File: src/rtl/ni_link_arbiter.sv
// ni_link_arbiter: round-robin, packet-locked arbiter sharing one flit link between NI packetizers.
//   i_clk, i_rst_n            clock, synchronous active-low reset
//   i_req_flit, i_req_valid   per-requester flit and valid (requester i at bits [i*FLIT_W +: FLIT_W])
//   o_req_ready               per-requester accept (combinational)
//   o_out_flit, o_out_valid   registered output stage toward the router
//   i_out_ready               router accepts the output flit
//   o_grant_id, o_busy        current/last granted requester, high while a packet is locked
//   o_drop_cnt, o_len_err     saturating stray-flit drop count, sticky over-length flag
module ni_link_arbiter #(
    parameter int                NUM_REQ    = 4,
    parameter int                FLIT_W     = 8,
    parameter logic [5:0]        HEADER_TAG = 6'b101111,
    parameter logic [FLIT_W-1:0] TAIL_FLIT  = 8'hFF,
    parameter int                MAX_BODY   = 4
) (
    input  logic                      i_clk,
    input  logic                      i_rst_n,
    input  logic [NUM_REQ*FLIT_W-1:0] i_req_flit,
    input  logic [NUM_REQ-1:0]        i_req_valid,
    output logic [NUM_REQ-1:0]        o_req_ready,
    output logic [FLIT_W-1:0]         o_out_flit,
    output logic                      o_out_valid,
    input  logic                      i_out_ready,
    output logic [1:0]                o_grant_id,
    output logic                      o_busy,
    output logic [7:0]                o_drop_cnt,
    output logic                      o_len_err
);
    localparam int BODY_W = $clog2(MAX_BODY + 1);

    typedef enum logic {ST_IDLE = 1'b0, ST_LOCKED = 1'b1} state_t;

    state_t              r_state, w_state_nxt;
    logic [1:0]          r_ptr, r_grant, w_win, w_ptr_nxt;
    logic [BODY_W-1:0]   r_body;
    logic                r_hdr_seen, r_out_valid, r_len_err;
    logic [FLIT_W-1:0]   r_out_flit, w_gnt_flit;
    logic [7:0]          r_drop_cnt;
    logic [NUM_REQ-1:0]  w_elig, w_stray;
    logic                w_any, w_gnt_valid, w_slot_free, w_accept, w_is_tail, w_end;
    logic [8:0]          w_drop_sum;

    // Header detection: a flit whose top six bits carry the header tag.
    always_comb begin
        w_elig  = '0;
        w_stray = '0;
        for (int i = 0; i < NUM_REQ; i++) begin
            w_elig[i]  = i_req_valid[i] && (i_req_flit[i*FLIT_W+FLIT_W-6 +: 6] == HEADER_TAG);
            w_stray[i] = i_req_valid[i] && !w_elig[i];
        end
    end

    // Scan from the highest offset down so the lowest offset from ptr wins.
    always_comb begin
        w_win = r_ptr;
        w_any = 1'b0;
        for (int k = NUM_REQ - 1; k >= 0; k--) begin
            if (w_elig[(int'(r_ptr) + k) % NUM_REQ]) begin
                w_win = 2'((int'(r_ptr) + k) % NUM_REQ);
                w_any = 1'b1;
            end
        end
    end

    assign w_gnt_flit  = i_req_flit[int'(r_grant)*FLIT_W +: FLIT_W];
    assign w_gnt_valid = i_req_valid[r_grant];
    assign w_slot_free = !r_out_valid || i_out_ready;
    assign w_accept    = i_rst_n && (r_state == ST_LOCKED) && w_gnt_valid && w_slot_free;
    assign w_is_tail   = (w_gnt_flit == TAIL_FLIT);
    // The first accepted flit of a lock is the header; the packet ends on a tail
    // or on the flit after MAX_BODY body flits, whichever comes first.
    assign w_end       = w_accept && r_hdr_seen && (w_is_tail || r_body == BODY_W'(MAX_BODY));
    assign w_ptr_nxt   = (int'(r_grant) == NUM_REQ - 1) ? 2'd0 : r_grant + 2'd1;
    assign w_drop_sum  = {1'b0, r_drop_cnt} + 9'($countones(w_stray));

    always_ff @(posedge i_clk) begin
        if (!i_rst_n)
            r_state <= ST_IDLE;
        else
            r_state <= w_state_nxt;
    end

    always_comb begin
        w_state_nxt = r_state;
        if (r_state == ST_IDLE)
            w_state_nxt = w_any ? ST_LOCKED : ST_IDLE;
        else
            w_state_nxt = w_end ? ST_IDLE : ST_LOCKED;
    end

    // In IDLE headers wait (not consumed) while stray flits are swallowed.
    always_comb begin
        o_busy      = (r_state == ST_LOCKED);
        o_req_ready = '0;
        if (i_rst_n) begin
            if (r_state == ST_IDLE)
                o_req_ready = w_stray;
            else
                o_req_ready[r_grant] = w_slot_free;
        end
    end

    always_ff @(posedge i_clk) begin
        if (!i_rst_n) begin
            r_ptr      <= '0;
            r_grant    <= '0;
            r_body     <= '0;
            r_hdr_seen <= 1'b0;
            r_len_err  <= 1'b0;
        end else begin
            if (r_state == ST_IDLE && w_any) begin
                r_grant    <= w_win;
                r_body     <= '0;
                r_hdr_seen <= 1'b0;
            end
            if (w_accept) begin
                r_hdr_seen <= 1'b1;
                if (r_hdr_seen && !w_end)
                    r_body <= r_body + BODY_W'(1);
            end
            if (w_end) begin
                r_ptr <= w_ptr_nxt;
                if (!w_is_tail)
                    r_len_err <= 1'b1;
            end
        end
    end

    // Single-entry output register: load and drain in one cycle keeps it full.
    always_ff @(posedge i_clk) begin
        if (!i_rst_n) begin
            r_out_flit  <= '0;
            r_out_valid <= 1'b0;
        end else if (w_accept) begin
            r_out_flit  <= w_gnt_flit;
            r_out_valid <= 1'b1;
        end else if (r_out_valid && i_out_ready) begin
            r_out_valid <= 1'b0;
        end
    end

    always_ff @(posedge i_clk) begin
        if (!i_rst_n)
            r_drop_cnt <= '0;
        else if (r_state == ST_IDLE)
            r_drop_cnt <= (w_drop_sum > 9'd255) ? 8'hFF : w_drop_sum[7:0];
    end

    assign o_out_flit  = r_out_flit;
    assign o_out_valid = r_out_valid;
    assign o_grant_id  = r_grant;
    assign o_drop_cnt  = r_drop_cnt;
    assign o_len_err   = r_len_err;
endmodule
File: config.mk
export PLATFORM = sky130hd
export DESIGN_NAME = ni_link_arbiter
export DESIGN_NICKNAME = d
export VERILOG_FILES = /design/src/rtl/ni_link_arbiter.sv
export SDC_FILE = /design/constraint.sdc
export NUM_CORES = 1
export LEC_CHECK = 0
export ABC_AREA = 1
export CAP_MARGIN = 5
export CORE_ASPECT_RATIO = 1.75
export CORE_MARGIN = 5
export CORE_UTILIZATION = 41
export CTS_CLUSTER_DIAMETER = 80
export CTS_CLUSTER_SIZE = 20
export DETAILED_ROUTE_END_ITERATION = 8
export GPL_ROUTABILITY_DRIVEN = 0
export PLACE_DENSITY = 0.72
export SLEW_MARGIN = 0
export SYNTH_ARGS = -nofsm -noshare
export SYNTH_HDL_FRONTEND = slang
export SYNTH_SLANG_ARGS = --single-unit
File: constraint.sdc
create_clock -name i_clk -period 3.25 [get_ports i_clk]
set_input_delay 0.325 -clock i_clk [delete_from_list [all_inputs] [get_ports i_clk]]
set_output_delay 0.325 -clock i_clk [all_outputs]
set_load 0.01 [all_outputs]
Word level (Yosys, flattened, before mapping)
Index checks and enable logic that the tools add are counted.
Cells by class
  equality and inequality tests: 7
  muxes and demuxes: 37
  bitwise gates (word level): 6
  shift-type cells: 1
  add/subtract/negate cells: 9
  reduce and logical (&&, ||, !) cells: 31
  $lt $le $gt $ge: 7
Operator list (number)
  $shiftx A32 B6 Y8: 1
  $eq A6 B6 Y1 const B: 4
  $mux W1: 20
  $logic_and A1 B1 Y1: 17
  $lt A3 B4 Y1 const B: 3
  $bmux W1 S2: 5
  $mux W2: 5
  $add A8 B3 Y9: 1
  $gt A9 B8 Y1 const B: 1
  $mux W3: 3
  $eq A8 B8 Y1 const B: 1
  $mux W4: 2
  $mux W8: 1
  $logic_not A1 Y1: 6
  $lt A2 B3 Y1 const B: 2
  $reduce_or A2 Y1: 3
  $add A1 B1 Y2: 2
  $add A2 B1 Y2 const B: 2
  $add A2 B2 Y2 const B: 2
  $and A4 B4 Y4: 1
  $reduce_bool A2 Y1: 2
  $add A2 B2 Y3: 1
  $add A3 B1 Y3 const B: 1
  $and A1 B1 Y1 const A: 3
  7 further kinds: 9
Word-level totals
  word-level logic and storage cells: 107
  register bits: 27

Longest topological paths before layout
Gate-level depths: netlist of run 1.
  depth after elaboration: 14
  gate-level depth with buffers: 16

Least setup slack after synthesis of run 1
Ideal clock, no wire load.
  path kind: input -> register
  from: input port i_req_flit[23]
  to: register r_drop_cnt[0] (netlist: o_drop_cnt[0])
  buffers on the path: 0
  stages: 16
  arrival: 2.534 ns
  setup slack: 0.598 ns
  path through: inv_1 nor2_1 nand2_1 nand2_1 fa_1 inv_1 fa_1 fa_1 nand3_1 inv_1 nand3_1 nor2_1 nand2_1 nand2_1 o221ai_1 inv_1
Between the ends
  longest elaborated chain between the ends: 9
Ends and longest elaborated chain
  start, declared: line 18  | input logic [NUM_REQ*FLIT_W-1:0] i_req_flit,
  $eq A6 B6 Y1 (*): line 48  | w_elig[i] = i_req_valid[i] && (i_req_flit[i*FLIT_W+FLIT_W-6 +: 6] == HEADER_TAG);
  $logic_and A1 B1 Y1 (*): line 48
  $logic_not A1 Y1 (*): line 49  | w_stray[i] = i_req_valid[i] && !w_elig[i];
  $logic_and A1 B1 Y1 (*): line 49
  $add A1 B1 Y2 (implied by the code) (*): line 74  | assign w_drop_sum = {1'b0, r_drop_cnt} + 9'($countones(w_stray));
  $add A2 B2 Y3 (implied by the code) (*): line 74
  $add A8 B3 Y9 (*): line 74
  $gt A9 B8 Y1: line 146  | r_drop_cnt <= (w_drop_sum > 9'd255) ? 8'hFF : w_drop_sum[7:0];
  $mux W8 (*): line 146
  end signal, assigned: line 146
  end, declared: line 38  | logic [7:0] r_drop_cnt;
Every way passes the cells marked *; elsewhere a longest branch is shown, timed or not.
A chain may end at the register's enable or synchronous reset.

Final worst setup path of run 1
  from: input port i_req_flit[18]
  to: register r_drop_cnt[1] (netlist: o_drop_cnt[1])
Same word-level chain as after synthesis.

==> impl_table.tex, run 1 <==
\begin{tabular}{lr}
\hline
Metric & Value \\
\hline
\multicolumn{2}{l}{\textbf{Routing}} \\
Final WL & 6.17 mm \\
Violation count after the first detailed-routing iteration & 125 \\
Number of detailed-routing iterations run before antenna repair & 4 \\
Antenna-violating nets left & 0 \\
Routed via count divided by cell count & 5.18 \\
WL per Instance & 13.8 um \\
Number of design rule violations left after detail routing & 0 \\
Vias & 2314 \\
\multicolumn{2}{l}{\textbf{Finish}} \\
Antenna diode count & 0 \\
Area taken by flip-flops and latches & 541 sq um \\
Layout fillers & 504 \\
Fraction of final layout cells with drive strength greater than 1 & 8.65\% \\
Non-filler instance count after layout & 447 \\
Syn-to-layout area delta & 35.1\% \\
Post-layout utilization of the core & 56.6\% \\
Area used by multi-input combinational logic & 1300 sq um \\
Number of nets at the end of the flow & 443 \\
\multicolumn{2}{l}{\textbf{Hold path}} \\
Worst hold path type & flip-flop to flip-flop \\
\multicolumn{2}{l}{\textbf{Logic synthesis}} \\
Flip-flop cell with the highest count after synthesis & sky130\_fd\_sc\_hd\_\_dfxtp\_1 \\
Syn Inst Count & 327 \\
Proportion of synthesized flip-flops having asynchronous set or reset & 0\% \\
Cell with the most instances after synthesis & sky130\_fd\_sc\_hd\_\_nand2\_1 \\
Nets in the synthesized netlist & 376 \\
\#FFs+latches synth & 27 \\
Count of unique library cells instantiated by Yosys & 37 \\
Cell taking the most area after synthesis & sky130\_fd\_sc\_hd\_\_dfxtp\_1 \\
Cell area after synthesis & 2090 sq um \\
Largest cells by area after synthesis & sky130\_fd\_sc\_hd\_\_dfxtp\_1 (26\%), sky130\_fd\_sc\_hd\_\_nand2\_1 (20\%), sky130\_fd\_sc\_hd\_\_inv\_1 (7.6\%) \\
Count of warnings emitted by yosys & 0 \\
Sequential share of the synthesized area & 25.9\% \\
Top cells by instance count after synthesis & sky130\_fd\_sc\_hd\_\_nand2\_1 (109), sky130\_fd\_sc\_hd\_\_inv\_1 (42), sky130\_fd\_sc\_hd\_\_dfxtp\_1 (27) \\
Number of enable flip-flop cells after synthesis & 0 \\
Fraction of post-synthesis cell area in the top cell type by area & 25.9\% \\
Mean cell area of the mapped netlist & 6.38 sq um \\
\multicolumn{2}{l}{\textbf{Pwr}} \\
Fraction of power spent switching nets & 31.9\% \\
Peak VDD IR & 0.000254 V \\
Cell Pwr Density & 306 nW/um\^{}2 \\
Comb power frac & 31.7\% \\
Switching power summed over all nets & 0.000275 W \\
Flop pwr share & 44.8\% \\
Internal Dissipation & 0.000587 W \\
Leakage power total & 1.27 nW \\
Clock network power share & 23.4\% \\
\multicolumn{2}{l}{\textbf{Place}} \\
Total instance count after detailed placement & 443 \\
HPWL after detailed placement & 4.88 mm \\
Setup slack at placement & -0.0575 ns \\
Quantity of I/O buffers inserted on ports & 63 \\
\multicolumn{2}{l}{\textbf{Global routing}} \\
Pin count of the biggest net entering global routing & 29 \\
Total overflow reported by the global router & 0 \\
First-pass GRT wire length & 10.7 mm \\
Antenna violations before repair & 0 \\
Vias in the first global route & 2305 \\
Global-route usage over all layers & 19.3\% \\
\multicolumn{2}{l}{\textbf{CTS}} \\
Maximum root-to-sink buffer count & 2 \\
Clock transition time at the flip-flop clock pins of the worst setup and hold paths & 0.10 ns \\
Clock buffer count from CTS & 3 \\
Cell at the root of the clock tree & sky130\_fd\_sc\_hd\_\_clkbuf\_8 \\
Maximum level of the CTS H-tree & 1 \\
TritonCTS sink count & 27 \\
Clock insertion delay at the later pin of the skew report & 0.28 ns \\
\# Post-CTS Setup Buffers & 0 \\
CTS tree & built \\
\multicolumn{2}{l}{\textbf{Critical path}} \\
Startpoint kind of the worst setup timing path & input port \\
Maximum fanout encountered on the critical timing path & 4 \\
Crit path max-delay cell type & sky130\_fd\_sc\_hd\_\_fa\_1 \\
Most prevalent standard cell on the critical path & sky130\_fd\_sc\_hd\_\_nand2\_1 \\
Cells along the critical path & clkdlybuf4s50\_1 > nand2\_1 > nor2\_2 > nand2\_1 > nand2\_1 > fa\_1 > inv\_1 > fa\_1 > fa\_1 > nand3\_1 > inv\_1 > nand3\_1 > nor2\_1 > nand2\_1 > nand2\_2 > o221ai\_1 > inv\_1 \\
Delay of the slowest cell on the worst path & 0.52 ns \\
Required time worst endpoint & 3.43 ns \\
CP Capture Type & flip-flop \\
Endpoint arrival time on the critical path & 3.19 ns \\
Worst path buffer plus inverter count & 4 \\
Cell family with most CP delay & adder cells \\
Crit Path Category & input port to flip-flop \\
\multicolumn{2}{l}{\textbf{Die}} \\
Die footprint & 6670 sq um \\
Total I/O pin count & 64 \\
Core Box Area & 4980 sq um \\
Initial core utilization & 41.9\% \\
FP Rows & 34 \\
Die span in x & 63.9 um \\
Floorplan die height & 104 um \\
\multicolumn{2}{l}{\textbf{STA}} \\
Final worst slack & 0.239 ns \\
Final critical-path share of the clock period & 92.6\% \\
Setup repair after global routing missed its margin & no \\
Total negative setup slack & 0 ns \\
Finish-stage setup viols & 0 \\
Fmax & 0.332 GHz \\
Count of final max-slew check failures & 0 \\
Relative max-transition margin & 61.2\% \\
Least-Margin Pin Slew & 0.579 ns \\
Post-route clock skew & 0.00180 ns \\
Final hold violation count & 0 \\
Post-layout minimum cycle time & 3.01 ns \\
\multicolumn{2}{l}{\textbf{Job}} \\
Maxcap violations & 0 \\
\multicolumn{2}{l}{\textbf{Outcome}} \\
Outcome & completed \\
\hline
\end{tabular}
area by class of cell:
cell class / instances / area share [%]
timing repair buffer: 71 / 24.5
clock inverter: 1 / 0.266
tap: 54 / 2.40
inverter: 46 / 6.17
clock buffer: 3 / 1.46
sequential: 27 / 19.2
multi-input combinational: 245 / 46.0
worst reg2reg max path: stages (launching register included):
cell and delay [ns]:
sky130_fd_sc_hd__dfxtp_1 0.42, sky130_fd_sc_hd__inv_1 0.09, sky130_fd_sc_hd__fa_1 0.54, sky130_fd_sc_hd__inv_1 0.05, sky130_fd_sc_hd__fa_1 0.43, sky130_fd_sc_hd__fa_1 0.41, sky130_fd_sc_hd__nand3_1 0.12, sky130_fd_sc_hd__inv_1 0.05
sky130_fd_sc_hd__nand3_1 0.08, sky130_fd_sc_hd__nor2_1 0.06, sky130_fd_sc_hd__nand2_1 0.09, sky130_fd_sc_hd__nand2_2 0.10, sky130_fd_sc_hd__o221ai_1 0.17, sky130_fd_sc_hd__inv_1 0.05
registers in the layout (all words and copies together), names as in the netlist:
signal	flops
r_hdr_seen	1
o_grant_id	2
o_out_flit	8
o_out_valid	1
o_drop_cnt	8
o_len_err	1
r_ptr	2
r_body	3
o_busy	1
cells by family after synthesis:
logic type / share of synthesized area, %
buf+inv: 12.6
flops: 25.9
fa+ha+maj: 7.07
simple gates: 36.2
xor+xnor: 2.10
compound gates: 16.2
path summary, 6_finish.rpt:
path	to	startpoint	slack, ns	cells past startpoint
setup reg to reg	o_drop_cnt[1]	o_drop_cnt[0]	0.49	13
hold reg to reg	o_len_err	o_len_err	0.48	2
hold / removal	o_len_err	o_len_err	0.48	2
setup / recovery	o_drop_cnt[1]	i_req_flit[18]	0.24	17
metal layers:
layer,GRT usage [%],part of all wire [%],vias up
met5,0,0,-
met1,22.6,39,1053
li1,-,-,1193
met3,2.49,4.6,8
met4,4.90,1.5,0
met2,35.6,55,60
power by group through the flow:
stage / Sequential, W / Clock [W] / Combinational (W)
2_1_floorplan: 0.000395 / 0 / 0.000125
3_3_place_gp: 0.000393 / 0 / 0.000265
3_5_place_dp: 0.000393 / 0 / 0.000270
4_1_cts: 0.000386 / 0.000205 / 0.000272
5_1_grt: 0.000391 / 0.000221 / 0.000308
6_report: 0.000386 / 0.000202 / 0.000273
timing repair:
action	in CTS	in global routing
hold buffers	0	0
setup endpoints to repair	0	5
gates resized for setup	0	4
layout by cell type, fill, tap and decap left out, drive strengths merged:
cell | Yosys | final
buf | 9 | 8
o211ai | 1 | 1
fa | 3 | 3
inv | 44 | 44
a21boi | 1 | 1
clkdlybuf4s50 | 0 | 63
o22ai | 1 | 1
clkinvlp | 0 | 1
clkinv | 2 | 2
or2 | 1 | 1
ha | 7 | 7
nor2 | 21 | 21
xnor2 | 1 | 1
a31oi | 5 | 5
nand4 | 8 | 8
dfxtp | 27 | 27
nand3 | 29 | 29
clkbuf | 0 | 3
a311oi | 1 | 1
a21oi | 17 | 17
xor2 | 4 | 4
a211oi | 1 | 1
nor3 | 3 | 3
o21ai | 27 | 27
nand2 | 111 | 111
o221ai | 3 | 3
per-stage QoR:
stage / instance area, sq um / hold WS (ns) / total power, W
after CTS: 2810 / 0.482 / 0.000863
after detailed placement: 2760 / 0.466 / 0.000663
after floorplan: 2090 / 0.446 / 0.000519
after global routing: 2820 / 0.501 / 0.000919
final: 2820 / 0.477 / 0.000862
after global placement: 2760 / 0.453 / 0.000658
Note: power is estimated with default switching activity, not from simulation.
==> run 2: changes to the inputs <==
--- a/config.mk
+++ b/config.mk
@@ -15,7 +15,7 @@
 export DETAILED_ROUTE_END_ITERATION = 8
 export GPL_ROUTABILITY_DRIVEN = 0
 export PLACE_DENSITY = 0.72
-export SLEW_MARGIN = 0
+export SLEW_MARGIN = 20
 export SYNTH_ARGS = -nofsm -noshare
 export SYNTH_HDL_FRONTEND = slang
 export SYNTH_SLANG_ARGS = --single-unit
==> results of run 2 <==
Same layout as run 1: the final DEF is identical, and so are final timing and power.
